$ cat src/rtl/phy_drive_pkg.sv
// ============================================================================
// phy_drive_pkg : shared types and line encoding for the I3C line driver
// Revision 1.0
// ============================================================================
`default_nettype none

package phy_drive_pkg;

    typedef enum logic [1:0] {
        IDLE  = 2'd0,
        DRIVE = 2'd1,
        TURN  = 2'd2
    } drive_state_e;

    typedef struct packed {
        logic value;
        logic pp;
    } line_bit_t;

    // {sel_od_pp, phy_data} with the line released (OD mode, not pulling low)
    localparam logic [1:0] RELEASED = 2'b00;

    function automatic logic [1:0] encode(input line_bit_t b);
        logic [1:0] enc;
        if (b.pp) begin
            enc = {1'b1, b.value};
        end else begin
            enc = {1'b0, ~b.value};
        end
        return enc;
    endfunction

endpackage

`default_nettype wire

$ cat src/rtl/phy_drive_ctrl.sv
// ============================================================================
// phy_drive_ctrl : bit-level sequencer for one I3C open-drain/push-pull line
// Revision 1.0
// ============================================================================
`default_nettype none

module phy_drive_ctrl
    import phy_drive_pkg::*;
#(
    parameter int TimingW = 8
) (
    input  logic               clk_i,
    input  logic               rst_ni,
    input  logic               bit_valid_i,
    output logic               bit_ready_o,
    input  logic               bit_value_i,
    input  logic               bit_pp_i,
    input  logic [TimingW-1:0] t_bit_i,
    input  logic [TimingW-1:0] t_turn_i,
    input  logic               abort_i,
    output logic               phy_data_o,
    output logic               sel_od_pp_o,
    output logic               bit_done_o,
    output logic               busy_o
);

    drive_state_e       state;
    logic [TimingW-1:0] cnt;
    line_bit_t          pend_bit;
    logic [TimingW-1:0] pend_tbit;
    logic               pend_valid;
    logic               last_pp;
    logic               sel_q;
    logic               data_q;

    logic               last_clk;
    logic               handshake;
    logic               needs_turn;
    logic               turn_nonzero;
    logic [TimingW-1:0] tbit_load;
    line_bit_t          req_bit;

    assign last_clk     = (cnt <= TimingW'(1));
    assign turn_nonzero = (t_turn_i != '0);
    assign tbit_load    = (t_bit_i == '0) ? TimingW'(1) : t_bit_i;
    assign req_bit      = '{value: bit_value_i, pp: bit_pp_i};
    assign needs_turn   = last_pp && !bit_pp_i && turn_nonzero;

    assign bit_ready_o  = !abort_i && ((state == IDLE) || ((state == DRIVE) && last_clk));
    assign handshake    = bit_valid_i && bit_ready_o;
    assign bit_done_o   = (state == DRIVE) && last_clk && !abort_i;
    assign busy_o       = (state != IDLE);

    assign sel_od_pp_o  = sel_q;
    assign phy_data_o   = data_q;

    always_ff @(posedge clk_i or negedge rst_ni) begin
        if (!rst_ni) begin
            state             <= IDLE;
            cnt               <= '0;
            pend_bit          <= '0;
            pend_tbit         <= '0;
            pend_valid        <= 1'b0;
            last_pp           <= 1'b0;
            {sel_q, data_q}   <= RELEASED;
        end else if (abort_i) begin
            state             <= IDLE;
            cnt               <= '0;
            pend_bit          <= '0;
            pend_tbit         <= '0;
            pend_valid        <= 1'b0;
            last_pp           <= 1'b0;
            {sel_q, data_q}   <= RELEASED;
        end else if (handshake) begin
            // Only reachable from IDLE or the final DRIVE clock
            if (needs_turn) begin
                state           <= TURN;
                cnt             <= t_turn_i;
                pend_bit        <= req_bit;
                pend_tbit       <= tbit_load;
                pend_valid      <= 1'b1;
                {sel_q, data_q} <= RELEASED;
            end else begin
                state           <= DRIVE;
                cnt             <= tbit_load;
                last_pp         <= bit_pp_i;
                {sel_q, data_q} <= encode(req_bit);
            end
        end else begin
            case (state)
                IDLE: begin
                    {sel_q, data_q} <= RELEASED;
                end
                DRIVE: begin
                    if (!last_clk) begin
                        cnt <= cnt - TimingW'(1);
                    end else if (last_pp && turn_nonzero) begin
                        // A PP high must not be released directly
                        state           <= TURN;
                        cnt             <= t_turn_i;
                        pend_valid      <= 1'b0;
                        {sel_q, data_q} <= RELEASED;
                    end else begin
                        state           <= IDLE;
                        cnt             <= '0;
                        {sel_q, data_q} <= RELEASED;
                    end
                end
                TURN: begin
                    if (!last_clk) begin
                        cnt <= cnt - TimingW'(1);
                    end else if (pend_valid) begin
                        state           <= DRIVE;
                        cnt             <= pend_tbit;
                        last_pp         <= pend_bit.pp;
                        pend_valid      <= 1'b0;
                        {sel_q, data_q} <= encode(pend_bit);
                    end else begin
                        state           <= IDLE;
                        cnt             <= '0;
                        last_pp         <= 1'b0;
                        {sel_q, data_q} <= RELEASED;
                    end
                end
                default: begin
                    state           <= IDLE;
                    cnt             <= '0;
                    pend_valid      <= 1'b0;
                    last_pp         <= 1'b0;
                    {sel_q, data_q} <= RELEASED;
                end
            endcase
        end
    end

endmodule

`default_nettype wire

$ cat config.mk
export PLATFORM = sky130hd
export DESIGN_NAME = phy_drive_ctrl
export DESIGN_NICKNAME = d
export VERILOG_FILES = /design/src/rtl/phy_drive_pkg.sv /design/src/rtl/phy_drive_ctrl.sv
export SDC_FILE = /design/constraint.sdc
export NUM_CORES = 1
export LEC_CHECK = 0
export ABC_CLOCK_PERIOD_IN_PS = 4800
export CAP_MARGIN = 40
export CORE_MARGIN = 5
export CORE_UTILIZATION = 40
export DETAILED_ROUTE_END_ITERATION = 12
export RECOVER_POWER = 50
export SLEW_MARGIN = 20
export SYNTH_ARGS = -nofsm -noshare
export SYNTH_HDL_FRONTEND = slang
export SYNTH_SLANG_ARGS = --single-unit
$ cat constraint.sdc
create_clock -name clk_i -period 4.8 [get_ports clk_i]
set_input_delay 0.96 -clock clk_i [delete_from_list [all_inputs] [get_ports clk_i]]
set_output_delay 0.96 -clock clk_i [all_outputs]
set_load 0.02 [all_outputs]
==> results_dict.tcl <==
set metrics [dict create \
    status "complete, no violations" \
    clockPowerShare_pct 26.2 \
    rows 25 \
    route.detailed.drc 0 \
    fin_crit_sh_pct 79.8 \
    rr_worst_depth 7 \
    yosysTopAreaCell "dfrtp_1" \
    synth-seq-area-share_pct 29.8 \
    syn-num-nets 265 \
    synthCells 238 \
    max_freq_ghz 0.261 \
    setup_viol 0 \
    rsz0062_at_grt "false" \
    async_reset_ff_share_pct 100 \
    initial_core_util_pct 41.9 \
    start_kind "input pin" \
    core_um2 4820 \
    p_int_uw 355 \
    htreeDepth 1 \
    worstPathRequired_ps 3840 \
    numPortBuffers 26 \
    ant_nets 0 \
    p_per_area_nw_per_um2 233 \
    pwr-share-seq_pct 41.0 \
    io_pins 27 \
    dieArea_um2 6560 \
    totalWireLength_um 5210 \
    slowest_delay_ps 630 \
    min_to "pend_tbit[1]" \
    wl_per_cell_um 16.1 \
    power.switching_uw 192 \
    hold_class "reg2reg" \
    die_width_um 81.0 \
    crit_chain "clkdlybuf4s50_1, nand2b_1, nor4_4, or2_2, clkdlybuf4s50_1" \
    synthTopCellsByCount "41 x nand2_1, 24 x dfrtp_1, 11 x a21boi_0" \
    cts.sinks 24 \
    holdBufCountCts 0 \
    synth_top_cell_area_share_pct 29.8 \
    crit_arrival_ps 2870 \
    post_drt_via_cell_ratio 5.69 \
    synth.cell_area_um2 2020 \
    crit_slowest_cell "clkdlybuf4s50_1" \
    ys_types 58 \
    antenna_cells 0 \
    tightest_slew_ps 1330 \
    synth_area_leaders "dfrtp_1 30%, nand2_1 7.6%, a21boi_0 4.1%" \
    r2r-start "state[1]" \
    place_ws_ps 976 \
    avgSynthCellArea_um2 8.47 \
    root_buffer "clkbuf_8" \
    synth_edf_count 0 \
    dpl-instance-area_um2 2290 \
    detailed_place_hpwl_um 3990 \
    min_period_ps 3830 \
    criticalPathCategory "in2out" \
    synthFlopType "dfrtp_1" \
    min_delay_path_depth 1 \
    final_hold_viol_count 0 \
    ys_warn_count 0 \
    swShare_pct 35.1 \
    worst_slack_ps 968 \
    drv_slew 0 \
    dr.pass1.iters 4 \
    cap_violations 0 \
    r2r_end "pend_bit[1]" \
    overflow 0 \
    yosysMostFrequentCell "nand2_1" \
    cts_buffers 3 \
    p_leak_uw 0.000980 \
    total_power_uw 548 \
    area_growth_pct 16.3 \
    reg2reg_slack_ps 2370 \
    end_kind "output port" \
    cp_common_cell "clkdlybuf4s50_1" \
    clock_latency_ps 270 \
    synth_seq_cells 24 \
    nets 285 \
    fin_setup_tns_ps 0 \
    hp-start "pend_tbit[1]" \
    place_congestion 0.855 \
    dr.first_iter.drc_count 108 \
    cts_tree "built" \
    cp_max_fo 13 \
    comb_power_share_pct 32.9 \
    slew_headroom_pct 11.3 \
    grt_pass1_wl_um 9140 \
    clk_pin_slew_ps 90 \
    drive_gt1_share_pct 10.1 \
    cts_max_path_buffers 2 \
    grt_max_degree 25 \
    via_count 1842 \
    grt_usage_pct 17.6 \
    postCtsSetupBuffers 0 \
    grt_pass1_vias 1842 \
    ir_worst_vdd_v 0.000141 \
    final_design_area_no_fill_um2 2350 \
    antenna_found_initial 0 \
    cts_resized 0 \
    die_h_um 81.0 \
    fin_skew_ps 3.44 \
]
==> cell type report <==
class / count / area [µm²]
Fill cell: 497 / 2470
Multi-Input combinational cell: 193 / 1310
Sequential cell: 24 / 601
Timing Repair Buffer: 28 / 269
Tap cell: 67 / 83.8
Clock buffer: 4 / 55.1
Inverter: 8 / 30.0
==> state kept, by name (all words and copies together) (netlist names) <==
| signal | count |
|---|---|
| pend_valid | 1 |
| last_pp | 1 |
| state | 2 |
| phy_data_o | 1 |
| cnt | 8 |
| pend_bit | 2 |
| sel_od_pp_o | 1 |
| pend_tbit | 8 |
==> kinds of logic (layout without fill, tap and decap cells) <==
family          after synthesis  in the layout  synth area share (%)
xor+xnor                      3              3                  1.30
buf+inv                      21             40                  5.40
fa+ha+maj                     5              5                  3.10
flops                        24             24                  29.8
mux                           6              6                  3.04
simple gates                 99             99                  27.4
compound gates               80             80                  30.0
==> critical path, delay by kind of cell <==
kind | cells | cell delay (ps)
buffers and inverters | 2 | 1220
AND/OR/NAND/NOR | 3 | 700
==> cells in the final DEF (no fill, tap or decap), types with 5 or more instances in the layout <==
cell and n:
mux2i_1 5, nand2_1 41, a22oi_1 7, inv_1 8, a21oi_1 9, a31o_1 7
clkdlybuf4s50_1 23, and3_1 9, a211oi_1 7, nor3_1 6, o21ai_0 6, dfrtp_1 24
a21boi_0 11, or2_2 5, ha_1 5, o21ai_1 5, nor2_1 9
==> worst max-delay path by stage <==
| stage | from | end | slack (ps) | depth (start not counted) |
|---|---|---|---|---|
| detailed placement | abort_i | bit_ready_o | 980 | 5 |
| floorplan | abort_i | bit_ready_o | 2110 | 3 |
| finish | abort_i | bit_ready_o | 970 | 5 |
| global route | abort_i | bit_ready_o | 830 | 5 |
| CTS | abort_i | bit_ready_o | 960 | 5 |
| global placement | abort_i | bit_ready_o | 1010 | 5 |
==> metal layers <==
metal  GRT usage (%)  wire length (µm)
met2            27.2              2320
met5               0                 0
met4            5.41                70
met3            2.00               247
met1            25.5              2570
==> power groups by stage <==
stage	Sequential, µW	Clock, µW	Combinational, µW
5_1_grt	226	157	201
3_3_place_gp	228	0	180
6_report	224	143	180
4_1_cts	224	147	181
3_5_place_dp	228	0	181
2_1_floorplan	222	0	125
==> stage by stage <==
stage	std cells	hold WS (ps)	utilization, %
2_1_floorplan	238	480	-
3_3_place_gp	319	494	47.5
3_5_place_dp	320	502	47.6
4_1_cts	324	523	48.8
5_1_grt	324	553	48.7
6_report	324	516	48.7
Note: power is estimated with default switching activity, not from simulation.
==> RTL edit (config.mk and constraints unchanged) <==
Encoding of `drive_state_e`: now one-hot (3 bits for 3 states).
--- a/src/rtl/phy_drive_pkg.sv
+++ b/src/rtl/phy_drive_pkg.sv
@@ -7,8 +7,8 @@
 package phy_drive_pkg;
 
-    typedef enum logic [1:0] {
-        IDLE  = 2'd0,
-        DRIVE = 2'd1,
-        TURN  = 2'd2
+    typedef enum logic [2:0] {
+        IDLE  = 3'b001,
+        DRIVE = 3'b010,
+        TURN  = 3'b100
     } drive_state_e;
 
Behaviour: same outputs for any inputs over 10 cycles, from zero or initial values and one cycle with rst_ni low; not proved beyond that.
==> RTL edit against the original RTL <==
- sequential cell count rose by 1
- combinational power shrank 35%
- cell area fell by 12%
- worst setup slack worse by 260 ps
- via count is 14% lower
- total power fell by 14%
- routed wire length fell by 14%
- area after synthesis down 12%
- cell count decreased by 16%
- largest cell class unchanged
- largest power group unchanged
==> RTL edit: results (changes against the original RTL) <==
- Share of layout cells above drive strength 1: 0.1176 (+0.01648)
- Compound-gate portion of the synthesized area: 0.2534 (-0.04627)
- DRT met1 WL: 2040 um (-21%)
- GRT Util Overall: 0.1549 (-0.02091)
- Placement Cell Area: 2024 um2 (-12%)
- WL met3: 289 um (+17%)
- Mapped Nets: 225 (-15%)
- Commonest cells post-synth: 25 x nand2_1, 24 x dfrtp_1, 17 x o21ai_0, 14 x nor2_1, 13 x nand2b_1
- Delay-heaviest family, CP: simple AND/OR/NAND/NOR gates
- Worst r2r src: state[2]$_DFFE_PN0P_
- Layout net count: 246 (-14%)
- Worst EP arrival: 3130 ps (+260 ps)
- Unique cell type count in the Yosys netlist: 55 (-5.2%)
- Top cells by area, synth: dfrtp_1 34%, nand2_1 5.3%, o21ai_0 4.8%, nand2b_1 4.6%, nor2_1 3.0%
- Metal2 WL: 2098 um (-9.7%)
- Actual slew at the worst max-slew pin: 1372 ps (+41.65 ps)
- Outcome: finished, final reports clean
- GRT met3 Usage: 0.02482 (+0.004867)
- Tcrit/Tclk final: 0.8524 (+0.05404)
- Hold wc startpoint: sel_od_pp_o$_DFFE_PN0P_
- Worst VDD drop: 0.00009331 V (-34%)
- GRT met1 Usage: 0.2159 (-0.03955)
- P_leak: 0.8160 nW (-17%)
- # placed instances: 269 (-16%)
- Crit path largest cell delay: 590 ps (-40 ps)
- Post-Place Setup Slack: 702.2 ps (-273.6 ps)
- Vias/cell: 5.832 (+2.6%)
- Clock Skew: 10.38 ps (+6.945 ps)
- Largest net degree at the start of global routing: 26 (+4.0%)
- Vias: 1592 (-14%)
- Reg2reg end: last_pp$_DFFE_PN0P_
- Routed len/inst: 16.34 um (+1.6%)
- Routability Congestion: 0.8342 (-2.5%)
- Post-synthesis mux area share: 0.05025 (+0.01985)
- Synth Area in XOR/XNOR: 0.01982 (+0.006789)
- Drt initial violations: 120 (+11%)
- Hold WS: 514.2 ps (-1.812 ps)
- Sequential share of the synthesized area: 0.3546 (+0.05680)
## RTL edit: cell count changes in the layout (fill, tap and decap cells not counted), sizes merged, moves of 7 or more
cell | before | now
nand2b | 4 | 13
nand2 | 42 | 26
and3 | 9 | 1
a31o | 8 | 1
o21ai | 11 | 21
a21boi | 11 | 1
## RTL edit: cell type report
class,instances,area [um2]
clock buffer,3,41.29
multi-input combinational,162,1055
clock inverter,1,5.005
sequential,25,626.9
timing repair buffer,28,269.0
inverter,2,7.507
tap,52,65.06
fill,437,2255
## RTL edit: worst register-to-register path, cell delays in order (launching register included)
cell and delay (ps):
dfrtp_1 480, or4b_4 580, nor4_4 400, o21ai_2 240
nor2_2 210, buf_4 240, nor2_1 100, mux2_4 300
## RTL edit: power breakdown
part | total [mW] | switching [mW] | leakage (nW) | internal, mW
logic | 0.117 | 0.0655 | 0.449 | 0.0514
clock network | 0.129 | 0.0708 | 0.0255 | 0.0582
registers | 0.226 | 0.00903 | 0.341 | 0.217
total | 0.472 | 0.145 | 0.816 | 0.327
